--- src/rtl/alignment_supervisor.sv ---
// alignment_supervisor: supervises a deserializer word aligner. Issues realign
// requests, waits for alignment, counts settling words, and reports
// LOCKED or FAIL. Every output is a flop loaded from the next-state decode.
// Optional feature macro: ALIGN_AUTO_RELOCK_EN. When it is defined, a lock
// loss in LOCKED restarts alignment automatically and is counted in
// relock_count. When it is undefined, a lock loss goes to FAIL and
// relock_count is tied to 0.
module alignment_supervisor #(
  parameter int RETRY_MAX    = 4,
  parameter int SETTLE_WORDS = 64
) (
  input  logic        clock,
  input  logic        reset_n,
  input  logic        enable,
  input  logic        sw_realign,
  input  logic [15:0] timeout,
  input  logic        alignment_found,
  input  logic        block_update,
  output logic        realign,
  output logic        shortsearch,
  output logic        locked,
  output logic        data_gate,
  output logic        fail,
  output logic [2:0]  state,
  output logic [2:0]  retry_count,
  output logic [7:0]  relock_count
);

  typedef enum logic [2:0] {
    ST_IDLE   = 3'd0,
    ST_REQ    = 3'd1,
    ST_WAIT   = 3'd2,
    ST_SETTLE = 3'd3,
    ST_LOCKED = 3'd4,
    ST_FAIL   = 3'd5
  } state_e;

  localparam int              WORD_W     = $clog2(SETTLE_WORDS + 1);
  localparam logic [2:0]      RETRY_LAST = 3'(RETRY_MAX - 1);
  localparam logic [WORD_W-1:0] WORD_LAST = WORD_W'(SETTLE_WORDS - 1);

  state_e            state_q, state_d;
  logic [2:0]        retry_q, retry_d;
  logic [15:0]       timer_q, timer_d;
  logic [WORD_W-1:0] word_q, word_d;
  logic              realign_q, realign_d;
  logic              shortsearch_q, shortsearch_d;
  logic              locked_q, locked_d;
  logic              data_gate_q, data_gate_d;
  logic              fail_q, fail_d;
  logic              give_up;
  logic              lock_loss;
  logic              state_active;

`ifdef ALIGN_AUTO_RELOCK_EN
  logic [7:0]        relock_q, relock_d;
`endif

  // Next-state, counter, and registered-output decode for the supervisor.
  always_comb begin
    state_d      = state_q;
    retry_d      = retry_q;
    timer_d      = timer_q;
    word_d       = word_q;
    give_up      = 1'b0;
    lock_loss    = 1'b0;
    state_active = (state_q inside {ST_REQ, ST_WAIT, ST_SETTLE, ST_LOCKED, ST_FAIL});
`ifdef ALIGN_AUTO_RELOCK_EN
    relock_d     = relock_q;
`endif

    if (!enable) begin
      state_d = ST_IDLE;
      retry_d = '0;
      timer_d = '0;
      word_d  = '0;
    end else if (sw_realign && state_active) begin
      state_d = ST_REQ;
      retry_d = '0;
    end else begin
      case (state_q)
        ST_IDLE: begin
          state_d = ST_REQ;
          retry_d = '0;
        end
        ST_REQ: begin
          timer_d = (timeout == 16'd0) ? 16'd1 : timeout;
          state_d = ST_WAIT;
        end
        ST_WAIT: begin
          if (alignment_found) begin
            state_d = ST_SETTLE;
            word_d  = '0;
          end else if (timer_q <= 16'd1) begin
            give_up = 1'b1;
          end else begin
            timer_d = timer_q - 16'd1;
          end
        end
        ST_SETTLE: begin
          if (!alignment_found) begin
            give_up = 1'b1;
          end else if (block_update) begin
            if (word_q == WORD_LAST) begin
              state_d = ST_LOCKED;
              retry_d = '0;
            end else begin
              word_d = word_q + WORD_W'(1);
            end
          end
        end
        ST_LOCKED: begin
          lock_loss = !alignment_found;
        end
        ST_FAIL: begin
          state_d = ST_FAIL;
        end
        default: begin
          state_d = ST_IDLE;
          retry_d = '0;
        end
      endcase

      if (give_up) begin
        if (retry_q == RETRY_LAST) begin
          state_d = ST_FAIL;
        end else begin
          retry_d = retry_q + 3'd1;
          state_d = ST_REQ;
        end
      end

      if (lock_loss) begin
`ifdef ALIGN_AUTO_RELOCK_EN
        state_d  = ST_REQ;
        retry_d  = '0;
        relock_d = (relock_q == 8'd255) ? 8'd255 : relock_q + 8'd1;
`else
        state_d  = ST_FAIL;
`endif
      end
    end

    realign_d     = (state_d == ST_REQ);
    shortsearch_d = (state_d != ST_IDLE) && (retry_d == 3'd0);
    locked_d      = (state_d == ST_LOCKED);
    data_gate_d   = (state_d == ST_LOCKED);
    fail_d        = (state_d == ST_FAIL);
  end

  // State, counters and output flops; reset clears everything at once.
  always_ff @(posedge clock or negedge reset_n) begin
    if (!reset_n) begin
      state_q       <= ST_IDLE;
      retry_q       <= '0;
      timer_q       <= '0;
      word_q        <= '0;
      realign_q     <= 1'b0;
      shortsearch_q <= 1'b0;
      locked_q      <= 1'b0;
      data_gate_q   <= 1'b0;
      fail_q        <= 1'b0;
    end else begin
      state_q       <= state_d;
      retry_q       <= retry_d;
      timer_q       <= timer_d;
      word_q        <= word_d;
      realign_q     <= realign_d;
      shortsearch_q <= shortsearch_d;
      locked_q      <= locked_d;
      data_gate_q   <= data_gate_d;
      fail_q        <= fail_d;
    end
  end

`ifdef ALIGN_AUTO_RELOCK_EN
  // Saturating count of automatically recovered lock losses; only reset clears it.
  always_ff @(posedge clock or negedge reset_n) begin
    if (!reset_n) begin
      relock_q <= '0;
    end else begin
      relock_q <= relock_d;
    end
  end

  assign relock_count = relock_q;
`else
  assign relock_count = 8'd0;
`endif

  assign realign     = realign_q;
  assign shortsearch = shortsearch_q;
  assign locked      = locked_q;
  assign data_gate   = data_gate_q;
  assign fail        = fail_q;
  assign state       = state_q;
  assign retry_count = retry_q;

endmodule

--- config.mk ---
export PLATFORM = sky130hd
export DESIGN_NAME = alignment_supervisor
export DESIGN_NICKNAME = d
export VERILOG_FILES = /design/src/rtl/alignment_supervisor.sv
export SDC_FILE = /design/constraint.sdc
export NUM_CORES = 1
export LEC_CHECK = 0
export ABC_AREA = 1
export BUFFER_PORTS_ARGS = -buffer_cell sky130_fd_sc_hd__buf_2
export CAP_MARGIN = 20
export CORE_MARGIN = 2
export CORE_UTILIZATION = 51
export DETAILED_ROUTE_END_ITERATION = 10
export HOLD_SLACK_MARGIN = 0.08
export MAX_ROUTING_LAYER = met4
export PLACE_DENSITY = 0.88
export SYNTH_ARGS = -nofsm -noshare
export SYNTH_HDL_FRONTEND = slang
export SYNTH_SLANG_ARGS = --single-unit
--- constraint.sdc ---
create_clock -name clock -period 1.79 [get_ports clock]
set_clock_uncertainty 0.2 [all_clocks]
set_input_delay 0.358 -clock clock [delete_from_list [all_inputs] [get_ports clock]]
set_output_delay 0.358 -clock clock [all_outputs]
set_load 0.02 [all_outputs]
==> results.cfg <==
[cts]
clk_latency_ns = 0.29
cts-buffers-inserted = 5
clk_pin_slew_worst_paths_ns = 0.07
cts.sink_count = 33
clk_path_buf_depth = 2
cts_max_level = 2
cts_root_buf = clkbuf_8
cts_tree = done

[final_layout]
finish.instance_area_mm2 = 0.00304
final_nets = 396
postLayoutCoreUtil_pct = 69.4
n_fill_cell = 338
multi_input_area_mm2 = 0.00147
diodes = 0
final_cell_mix = nand2_1, buf_2, nor2_1, dfrtp_1, buf_4
drive_above_1_share_pct = 38.4
seq_area_um2 = 830
area_growth_pct = 30.6
mostFrequentLayoutCell = nand2_1

[critical_path]
startpoint_type = flop
max_stage_delay_ns = 0.39
critical_path_required_ns = 1.80
r2r-end = timer_q[9]$_DFFE_PN0P_
criticalPathCategory = reg -> reg
path_cells = inv_2 > ha_4 > nand3_4 > nand2_4 > nand3_4 > nand4_4 > nor2_4 > o221ai_2 > o21ai_1
r2r_start = timer_q[0]$_DFFE_PN0P_
arrival_ns = 1.84
critPathSlowestCell = dfrtp_1
cp-end-kind = flop
r2r_cells = 9
path_delay_family = simple AND/OR/NAND/NOR gates
rrSetupSlack_ns = -0.04
crit_path_frequent_cell = nand3_4
crit_path_max_fanout = 7
cp_num_buf_inv = 1

[die]
die_x_um = 71.6
initial_core_util_pct = 53.1
num_rows = 24
die-area_mm2 = 0.00512
io_pins = 41
core_area_mm2 = 0.00438
die_y_um = 71.6

[route]
post_drt_wl_per_cell_um = 14.8
avgViaCountPerCell = 5.49
wl_mm = 6.26
drc_errors = 0
num_vias = 2317
antenna_left = 0
first_pass_iters = 4
first_iter_violations = 207

[synthesis]
synth_fa_ha_area_share_pct = 2.15
yosysUniqueCellTypes = 37
yosysWarnings = 0
synthXorXnorAreaFrac_pct = 1.88
syn_area_mm2 = 0.00233
avgSynthCellArea_um2 = 7.66
muxShareOfSynthArea_pct = 0.430
synth_compound_area_share_pct = 14.3
synthCells = 304
synth_top_family_by_area = simple AND/OR/NAND/NOR gates
ys_seq_area_share_pct = 35.4
synth_simple_gate_area_share_pct = 35.1
ys_ff_latch = 33

[min_path]
min_to = timer_q[13]$_DFFE_PN0P_
min_path_type = in -> reg
min_path_cells = 3
holdCritStartpoint = timeout[13]

[grt]
grt_pass1_wl_mm = 10.1
grt_max_degree = 27
gr-total-overflow = 0
grt_usage_pct = 25.4
grt_antenna_before_repair = 0
first_global_vias = 2323

[timing]
drv_slew = 0
fin_ws_ns = -0.0425
post-route-period-util_pct = 102
setup_violations = 15
rsz0062_at_grt = yes
tns_ns = -0.286
hold_viol_final = 0
min_period_ns = 1.83
fmaxAchievable_ghz = 0.546

[placement]
dp_hpwl_mm = 4.27
placed_cell_area_mm2 = 0.00270
portBuffers = 32
routabilityCongestion = 0.958

[power]
powerDensity_mw_per_mm2 = 1190
p_total_w = 0.00362
p_leak_nw = 1.49
ir_worst_vdd_v = 0.000495

[run_status]
violations = setup timing
status = finished, violations left

[run]
drv_cap = 0
[through the flow]
step           hold WS (ns)  std cells  setup slack, ns
2_1_floorplan        -0.138        311           0.0202
3_3_place_gp          0.122        406          -0.0134
3_5_place_dp          0.128        406          -0.0767
4_1_cts               0.144        415          -0.0153
5_1_grt               0.170        422           -0.138
6_report              0.150        422          -0.0425
[cells in the mapped netlist]
cell type | count | share of area (%)
nand2_2 | 4 | 1.1
a21oi_1 | 4 | 0.86
o22ai_1 | 3 | 0.81
buf_6 | 1 | 0.48
nand3_4 | 2 | 1.5
nand3_2 | 5 | 2.1
nor2_4 | 3 | 1.4
ha_1 | 4 | 2.1
xor2_1 | 5 | 1.9
o21ai_1 | 7 | 1.5
buf_2 | 2 | 0.43
nor3_2 | 1 | 0.43
a21boi_4 | 1 | 0.81
nand2_4 | 3 | 1.4
nand4_1 | 8 | 2.1
buf_4 | 9 | 2.9
inv_2 | 3 | 0.48
nor3_1 | 7 | 1.5
o22ai_2 | 8 | 4.3
clkbuf_1 | 1 | 0.16
nor3b_1 | 1 | 0.32
nor2_1 | 37 | 6.0
o211ai_1 | 5 | 1.6
mux2i_1 | 1 | 0.43
and3_1 | 1 | 0.27
nor3b_2 | 1 | 0.54
conb_1 | 1 | 0.16
nor2_2 | 5 | 1.3
inv_4 | 2 | 0.54
inv_1 | 34 | 5.5
o221ai_1 | 1 | 0.38
o21ai_0 | 19 | 4.1
or2_2 | 1 | 0.27
nand4_2 | 1 | 0.54
nand3_1 | 24 | 5.2
dfrtp_1 | 33 | 35
nand2_1 | 56 | 9.0
[worst max-delay path by stage]
stage	startpoint	endpoint	cells past startpoint	slack, ns
after global routing	timer_q[0]$_DFFE_PN0P_	timer_q[9]$_DFFE_PN0P_	9	-0.14
after global placement	timer_q[1]$_DFFE_PN0P_	timer_q[0]$_DFFE_PN0P_	9	-0.01
after CTS	timer_q[1]$_DFFE_PN0P_	data_gate$_DFF_PN0_	10	-0.02
after floorplan	timer_q[0]$_DFFE_PN0P_	data_gate$_DFF_PN0_	10	0.02
final	timer_q[0]$_DFFE_PN0P_	timer_q[9]$_DFFE_PN0P_	9	-0.04
after detailed placement	timer_q[1]$_DFFE_PN0P_	timer_q[4]$_DFFE_PN0P_	9	-0.08
[registers in the layout, indices dropped and copies added, names as in the netlist]
name / count
state: 3
timer_q: 16
shortsearch: 1
realign: 1
retry_count: 3
data_gate: 1
fail: 1
word_q: 7
[logic make-up (layout without fill, tap and decap cells)]
group           after synthesis  after routing
compound gates               48             48
simple gates                160            160
flops                        33             33
mux                           1              1
fa+ha+maj                     4              4
buf+inv                      52            111
xor+xnor                      5              5
other cells                   1              8
[tightest hold or removal path: cells and delay by family]
kind | cells | cell delay (ns)
AND/OR/NAND/NOR | 1 | 0.06
buffers and inverters | 1 | 0.09
AO/OA/AOI/OAI | 1 | 0.09
[timing repair]
item | in CTS | in global routing
endpoints found under the hold margin | 17 | 0
cloned | 0 | 0
pin swaps | 6 | 18
hold buffers | 1 | 0
endpoints found under the setup margin | 23 | 30
resized for setup | 19 | 31
buffers inserted | 1 | 7
[layout make-up]
type / count / area share, %
inverters: 39 / 5.14
repair buffers: 65 / 14.3
well taps: 52 / 2.14
flip-flops and latches: 33 / 27.3
multi-input cells: 226 / 48.3
clock buffers: 7 / 2.84
[power by group]
group	internal [W]	leakage (nW)	switching, W	total, W
Sequential	0.000869	0.443	0.000129	0.000997
Combinational	0.000830	1.01	0.00122	0.00205
Clock	0.000305	0.0443	0.000266	0.000571
Total	0.00200	1.49	0.00162	0.00362
[metal layers]
metal / vias up / track usage [%] / share of wire [%]
met5: - / - / 0
met4: 0 / 8.60 / 3.3
met3: 23 / 5.49 / 4.7
met2: 70 / 43.7 / 52
met1: 1098 / 29.5 / 40
li1: 1126 / - / -
Note: power is estimated with default switching activity, not from simulation.
